File: src/rtl/sobel_edge_param.sv
// Streaming Sobel edge detector: two inferred line buffers feed a 3x3 window,
// followed by a three-stage |Gx|+|Gy| pipeline with binary or magnitude output.
module sobel_edge_param #(
  parameter int                DATA_W   = 8,
  parameter int                IMG_W    = 180,
  parameter int                IMG_H    = 180,
  parameter logic [DATA_W-1:0] EDGE_VAL = '0,
  parameter logic [DATA_W-1:0] FLAT_VAL = '1
) (
  input  logic              sys_clk,
  input  logic              sys_rst,
  input  logic [DATA_W-1:0] data_in,
  input  logic              in_valid,
  input  logic [DATA_W+2:0] threshold,
  input  logic              mode,
  output logic [DATA_W-1:0] data_out,
  output logic              out_valid,
  output logic              frame_done
);

  localparam int SW = DATA_W + 3;
  localparam int CW = $clog2(IMG_W);
  localparam int RW = $clog2(IMG_H);
  localparam logic [CW-1:0] COL_LAST = CW'(IMG_W - 1);
  localparam logic [RW-1:0] ROW_LAST = RW'(IMG_H - 1);
  localparam logic [SW-1:0] THR_INIT = SW'(12);

  function automatic logic signed [SW-1:0] ext(input logic [DATA_W-1:0] px);
    return $signed({3'b000, px});
  endfunction

  function automatic logic [SW-1:0] abs_val(input logic signed [SW-1:0] v);
    return v[SW-1] ? $unsigned(-v) : $unsigned(v);
  endfunction

  function automatic logic [DATA_W-1:0] sat_pix(input logic [SW-1:0] m);
    return (|m[SW-1:DATA_W]) ? {DATA_W{1'b1}} : m[DATA_W-1:0];
  endfunction

  logic [CW-1:0]     col_q, col_d;
  logic [RW-1:0]     row_q, row_d;
  logic [SW-1:0]     thr_q, thr_d;
  logic              mode_q, mode_d;
  logic [DATA_W-1:0] ram0 [IMG_W];
  logic [DATA_W-1:0] ram1 [IMG_W];
  logic [DATA_W-1:0] top_px, mid_px;
  logic [DATA_W-1:0] win_q [3][3];
  logic [DATA_W-1:0] win_d [3][3];
  logic              vld_p0_q, vld_p0_d, last_p0_q, last_p0_d;

  logic signed [SW-1:0] a1, a2, a3, b1, b3, c1, c2, c3;
  logic signed [SW-1:0] gx_p1_q, gx_p1_d, gy_p1_q, gy_p1_d;
  logic [SW-1:0]        thr_p1_q, thr_p1_d;
  logic                 mode_p1_q, mode_p1_d, vld_p1_q, vld_p1_d, last_p1_q, last_p1_d;

  logic [SW-1:0]        mag_p2_q, mag_p2_d, thr_p2_q, thr_p2_d;
  logic                 mode_p2_q, mode_p2_d, vld_p2_q, vld_p2_d, last_p2_q, last_p2_d;

  logic [DATA_W-1:0]    data_out_q, data_out_d;
  logic                 out_valid_q, out_valid_d, frame_done_q, frame_done_d;

  assign top_px = ram1[col_q];
  assign mid_px = ram0[col_q];

  // Stage p0: raster counters, per-frame control latch, line buffers, window
  always_comb begin
    col_d  = col_q;
    row_d  = row_q;
    thr_d  = thr_q;
    mode_d = mode_q;
    if (in_valid) begin
      if (col_q == COL_LAST) begin
        col_d = '0;
        row_d = (row_q == ROW_LAST) ? '0 : row_q + 1'b1;
      end else begin
        col_d = col_q + 1'b1;
      end
      if (col_q == '0 && row_q == '0) begin
        thr_d  = threshold;
        mode_d = mode;
      end
    end
  end

  always_comb begin
    win_d = win_q;
    if (in_valid) begin
      for (int r = 0; r < 3; r++) begin
        win_d[r][0] = win_q[r][1];
        win_d[r][1] = win_q[r][2];
      end
      win_d[0][2] = top_px;
      win_d[1][2] = mid_px;
      win_d[2][2] = data_in;
    end
    // Row gating keeps windows from straddling two frames.
    vld_p0_d  = in_valid && (row_q >= RW'(2)) && (col_q >= CW'(2));
    last_p0_d = in_valid && (row_q == ROW_LAST) && (col_q == COL_LAST);
  end

  always_ff @(posedge sys_clk) begin
    if (in_valid) begin
      ram1[col_q] <= mid_px;
      ram0[col_q] <= data_in;
    end
  end

  // Stage p1: gradients
  always_comb begin
    a1 = ext(win_q[0][0]);
    a2 = ext(win_q[0][1]);
    a3 = ext(win_q[0][2]);
    b1 = ext(win_q[1][0]);
    b3 = ext(win_q[1][2]);
    c1 = ext(win_q[2][0]);
    c2 = ext(win_q[2][1]);
    c3 = ext(win_q[2][2]);
    gx_p1_d   = (a3 - a1) + ((b3 - b1) <<< 1) + (c3 - c1);
    gy_p1_d   = (a1 - c1) + ((a2 - c2) <<< 1) + (a3 - c3);
    // thr_q/mode_q only change on pixel (0,0), which is never a window pixel,
    // so sampling them here pins the current frame's settings to this pixel.
    thr_p1_d  = thr_q;
    mode_p1_d = mode_q;
    vld_p1_d  = vld_p0_q;
    last_p1_d = last_p0_q;
  end

  // Stage p2: magnitude
  always_comb begin
    mag_p2_d  = abs_val(gx_p1_q) + abs_val(gy_p1_q);
    thr_p2_d  = thr_p1_q;
    mode_p2_d = mode_p1_q;
    vld_p2_d  = vld_p1_q;
    last_p2_d = last_p1_q;
  end

  // Stage p3: output selection
  always_comb begin
    data_out_d = data_out_q;
    if (vld_p2_q) begin
      if (mode_p2_q) data_out_d = sat_pix(mag_p2_q);
      else           data_out_d = (mag_p2_q >= thr_p2_q) ? EDGE_VAL : FLAT_VAL;
    end
    out_valid_d  = vld_p2_q;
    frame_done_d = vld_p2_q && last_p2_q;
  end

  always_ff @(posedge sys_clk or posedge sys_rst) begin
    if (sys_rst) begin
      col_q        <= '0;
      row_q        <= '0;
      thr_q        <= THR_INIT;
      mode_q       <= 1'b0;
      for (int r = 0; r < 3; r++)
        for (int c = 0; c < 3; c++)
          win_q[r][c] <= '0;
      vld_p0_q     <= 1'b0;
      last_p0_q    <= 1'b0;
      vld_p1_q     <= 1'b0;
      last_p1_q    <= 1'b0;
      vld_p2_q     <= 1'b0;
      last_p2_q    <= 1'b0;
      data_out_q   <= '0;
      out_valid_q  <= 1'b0;
      frame_done_q <= 1'b0;
    end else begin
      col_q        <= col_d;
      row_q        <= row_d;
      thr_q        <= thr_d;
      mode_q       <= mode_d;
      win_q        <= win_d;
      vld_p0_q     <= vld_p0_d;
      last_p0_q    <= last_p0_d;
      vld_p1_q     <= vld_p1_d;
      last_p1_q    <= last_p1_d;
      vld_p2_q     <= vld_p2_d;
      last_p2_q    <= last_p2_d;
      data_out_q   <= data_out_d;
      out_valid_q  <= out_valid_d;
      frame_done_q <= frame_done_d;
    end
  end

  always_ff @(posedge sys_clk) begin
    gx_p1_q   <= gx_p1_d;
    gy_p1_q   <= gy_p1_d;
    thr_p1_q  <= thr_p1_d;
    mode_p1_q <= mode_p1_d;
    mag_p2_q  <= mag_p2_d;
    thr_p2_q  <= thr_p2_d;
    mode_p2_q <= mode_p2_d;
  end

  assign data_out   = data_out_q;
  assign out_valid  = out_valid_q;
  assign frame_done = frame_done_q;

endmodule
File: config.mk
export PLATFORM = sky130hd
export DESIGN_NAME = sobel_edge_param
export DESIGN_NICKNAME = d
export VERILOG_FILES = /design/src/rtl/sobel_edge_param.sv
export SDC_FILE = /design/constraint.sdc
export NUM_CORES = 2
export LEC_CHECK = 0
export ABC_AREA = 1
export BUFFER_PORTS_ARGS = -buffer_cell sky130_fd_sc_hd__clkbuf_2
export CORE_MARGIN = 4
export CORE_UTILIZATION = 55
export CTS_BUF_LIST = sky130_fd_sc_hd__clkbuf_4 sky130_fd_sc_hd__clkbuf_8 sky130_fd_sc_hd__clkbuf_16
export DETAILED_ROUTE_END_ITERATION = 8
export MAX_ROUTING_LAYER = met4
export PLACE_DENSITY_LB_ADDON = 0.25
export SYNTH_ARGS = -nofsm -noshare
export SYNTH_HDL_FRONTEND = slang
export SYNTH_SLANG_ARGS = --single-unit
File: constraint.sdc
create_clock -name sys_clk -period 12.27 [get_ports sys_clk]
set_input_delay 1.8405 -clock sys_clk [delete_from_list [all_inputs] [get_ports sys_clk]]
set_output_delay 1.8405 -clock sys_clk [all_outputs]
set_load 0.01 [all_outputs]
==> flow_metrics.py <==
metrics = {
    "pwr": {
        "pwr-share-comb_pct": 31.2,
        "switching_share_pct": 35.4,
        "power_switching_mw": 12.0,
        "power_mw": 33.9,
        "p_clk_share_pct": 28.7,
        "p_int_mw": 21.9,
        "leakagePower_nw": 58.8,
        "ir_drop_mv": 0.286,
        "seq_power_share_pct": 40.1,
        "powerDensity_nw_per_um2": 234,
    },
    "logic_synthesis": {
        "synth.area.mux_share_pct": 0.104,
        "synth_compound_area_share_pct": 4.31,
        "ys_warn_count": 0,
        "ys_types": 42,
        "synthXorXnorAreaFrac_pct": 0.524,
        "synth-adder-area-share_pct": 1.36,
        "synth.avg_cell_area_um2": 10.5,
        "syn-num-nets": 12600,
        "netlist_instances": 12400,
        "ys_seq_area_share_pct": 69.5,
        "ys_ff_latch": 3053,
        "synth_area_um2": 130000,
        "synth_top_family_by_area": "simple AND/OR/NAND/NOR gates",
        "synthSimpleGateAreaFrac_pct": 18.5,
    },
    "cts": {
        "cts.path.max_buffers": 4,
        "numCtsBuffers": 326,
        "cts.sinks": 3053,
        "cts_setup_buffers": 0,
        "clkSlewWorstSetupHoldPaths_ns": 0.06,
        "insertion_delay_ns": 0.94,
        "holdBufCountCts": 0,
        "cts_root_buf": "clkbuf_16",
        "post_cts_resize_count": 0,
        "cts_tree": "yes",
        "htreeDepth": 5,
    },
    "route": {
        "drt_pre_antenna_iters": 6,
        "dr.first_iter.drc_count": 11300,
        "drt-vias-per-instance": 5.64,
        "ant_nets": 0,
        "vias": 89300,
        "post_drt_wl_per_cell_um": 22.7,
        "drc": 0,
        "wirelength_mm": 360,
    },
    "setup_path": {
        "path_common_cell": "nand2_1",
        "critPathLaunch": "col_q[0]",
        "start_kind": "register",
        "cp_top_family": "buffers and inverters",
        "critical_path_class": "reg -> reg",
        "slowest_stage": "nand3_4",
        "crit_buf_inv": 4,
        "cp_max_fo": 98,
        "cp-end-kind": "register",
        "crit_chain": "buf_4 -> buf_4 -> buf_4 -> nand2_1 -> nand3_1 -> nand2_1 -> nand2_1 -> nand2_1 -> nor2_1 -> nor2_1 -> nor2_1 -> nand2_1 -> nand2_1 -> nand3_4 -> buf_4",
        "worstReg2RegStart": "col_q[0]",
        "required_ns": 12.77,
        "cpPeakStageDelay_ns": 0.98,
        "worstPathArrival_ns": 7.34,
    },
    "timing": {
        "holdWs_ns": 0.319,
        "fin_setup_tns_ns": 0,
        "finalSetupViolations": 0,
        "fmax_ghz": 0.146,
        "post-route-min-period_ns": 6.85,
        "fin_crit_sh_pct": 55.8,
        "finalHoldViolCount": 0,
        "worstMarginPinSlew_ns": 1.33,
        "fin_ws_ns": 5.42,
        "rsz0062_at_grt": "false",
        "skew_ns": 0.0536,
        "final_max_slew_viol_count": 0,
        "slew_headroom_pct": 11.5,
    },
    "final_layout": {
        "layout.nets": 12600,
        "post-route-util_pct": 61.5,
        "layoutNonFillerInstCount": 15900,
        "drive_above_1_share_pct": 7.19,
        "syn_to_final_growth_pct": 11.1,
        "final_area_um2": 145000,
    },
    "global_route": {
        "grt_max_degree": 183,
        "overflow": 0,
        "grt_util_all_layers_pct": 30.0,
        "grt_pass1_vias": 86200,
        "antenna_found_initial": 6,
        "grt_first_pass_wirelength_mm": 537,
    },
    "floorplanning": {
        "core_um2": 235000,
        "die_area_um2": 245000,
        "row_count": 178,
        "io_pins": 33,
        "dieHeight_um": 495,
        "die_width_um": 495,
        "start_util_pct": 55.3,
    },
    "place": {
        "io_buffers": 32,
        "place_area_um2": 134000,
        "dpl.hpwl_mm": 199,
        "dpl.cell_count": 15300,
        "place_congestion": 0.899,
        "dp_slack_ns": 5.65,
    },
    "status": {
        "status": "completed",
    },
    "hold_path": {
        "hold_class": "reg -> reg",
        "hold_start": "thr_p1_q[8]",
    },
    "job": {
        "cap_violations": 0,
    },
}
[worst reg2reg max path: cells and delay by family, from the launching register on]
kind | cells | cell delay (ns)
flops | 1 | 0.64
buf+inv | 4 | 3.11
simple gates | 11 | 2.53
[per-layer routing]
| metal | global-route usage (%) | up-vias | share of wire [%] |
|---|---|---|---|
| li1 | - | 40600 | - |
| met1 | 39.9 | 43000 | 39 |
| met2 | 46.0 | 4849 | 46 |
| met3 | 5.01 | 934 | 10 |
| met4 | 13.2 | 0 | 5.1 |
| met5 | - | - | 0 |
[synthesized netlist by cell type]
cell type	instances	share of area (%)
a21oi_1	240	0.92
o21a_1	1	0.0058
o31ai_1	2	0.012
dfstp_2	2	0.040
nand2_1	4139	12
dfxtp_1	57	0.88
buf_6	17	0.15
a21o_1	8	0.046
or3_1	1	0.0048
ha_1	98	0.94
a22o_1	1	0.0067
nor3b_1	3	0.017
o22ai_1	17	0.082
nand2_2	2	0.0096
xor2_1	43	0.29
clkbuf_1	170	0.49
nor3_2	2	0.015
inv_2	9	0.026
or2_2	3	0.014
nor2_4	2	0.017
nand4_1	20	0.096
nor2_1	1592	4.6
nor4_1	3	0.014
o21ai_0	772	3.0
o21ai_1	44	0.17
o21bai_1	7	0.040
clkinv_1	2	0.0058
mux2_2	12	0.10
dfrtp_1	114	2.2
nor2_2	6	0.029
inv_1	1175	3.4
buf_4	40	0.23
nor3_1	8	0.031
buf_2	338	1.3
o211ai_1	1	0.0058
fa_1	27	0.41
o311ai_0	1	0.0067
buf_1	46	0.13
nand3_1	452	1.7
a31oi_1	10	0.048
xnor2_1	35	0.24
edfxtp_1	2880	66
[flip-flops by register name, indices dropped and copies added (netlist names), 11 cells and up]
name	flops
gx_p1_q	11
gy_p1_q	11
mag_p2_q	11
ram0	1440
ram1	1440
thr_p1_d	11
thr_p1_q	11
thr_p2_q	11
[power groups by stage]
stage / logic, mW / clock network, mW / registers, mW
3_5_place_dp: 10.4 / 0 / 13.8
2_1_floorplan: 6.56 / 0 / 14.1
5_1_grt: 11.6 / 10.3 / 13.6
4_1_cts: 10.5 / 9.85 / 13.6
3_3_place_gp: 10.2 / 0 / 13.8
6_report: 10.6 / 9.74 / 13.6
[placed cells by master, fill, tap and decap left out, types with 5 or more instances in the layout]
| master | instances |
|---|---|
| clkbuf_2 | 23 |
| inv_1 | 1174 |
| clkbuf_8 | 6 |
| nor2_2 | 6 |
| nand2_1 | 4136 |
| nand4_1 | 20 |
| mux2_2 | 12 |
| o21ai_0 | 772 |
| edfxtp_1 | 2880 |
| ha_1 | 98 |
| o21bai_1 | 7 |
| clkbuf_4 | 85 |
| buf_6 | 8 |
| nor2_4 | 5 |
| inv_2 | 6 |
| dfxtp_1 | 57 |
| o21ai_1 | 44 |
| nand3_1 | 444 |
| o22ai_1 | 17 |
| a21oi_1 | 240 |
| xnor2_1 | 35 |
| diode_2 | 7 |
| clkinv_2 | 53 |
| bufinv_16 | 29 |
| nor3_1 | 8 |
| inv_6 | 7 |
| dfrtp_1 | 112 |
| nand3_4 | 8 |
| nor2_1 | 1589 |
| a21o_1 | 8 |
| a31oi_1 | 10 |
| fa_1 | 27 |
| clkinv_1 | 48 |
| xor2_1 | 43 |
| buf_4 | 284 |
| clkinvlp_4 | 7 |
| clkbuf_16 | 333 |
| buf_12 | 20 |
[logic make-up (layout without fill, tap and decap cells)]
kind of cell | count (synthesis) | count (layout)
AND/OR/NAND/NOR | 6233 | 6233
buffers and inverters | 1797 | 2090
XOR/XNOR | 78 | 78
other | 0 | 7
adder cells (fa/ha/maj) | 125 | 125
multiplexers | 12 | 12
AO/OA/AOI/OAI | 1104 | 1104
flip-flops | 3053 | 3053
[cell type report]
class                      count  area, µm²
inverter                    1186       4470
sequential                  3053      90500
clock inverter               145       1470
fill                       18400      90700
antenna                        7       17.5
timing repair buffer         335       2740
tap                         3150       3940
clock buffer                 424       9050
multi-input combinational   7552      32400
[path summary, 6_finish.rpt]
kind | to | slack [ns] | depth (start not counted)
min | thr_p2_q[8] | 0.32 | 0
max | ram1[154][6] | 5.42 | 15
min in group asynchronous | row_q[2] | 1.11 | 2
max in group asynchronous | c1[0] | 9.88 | 3
min reg2reg | thr_p2_q[8] | 0.32 | 0
max reg2reg | ram1[154][6] | 5.42 | 15
Note: power is estimated with default switching activity, not from simulation.
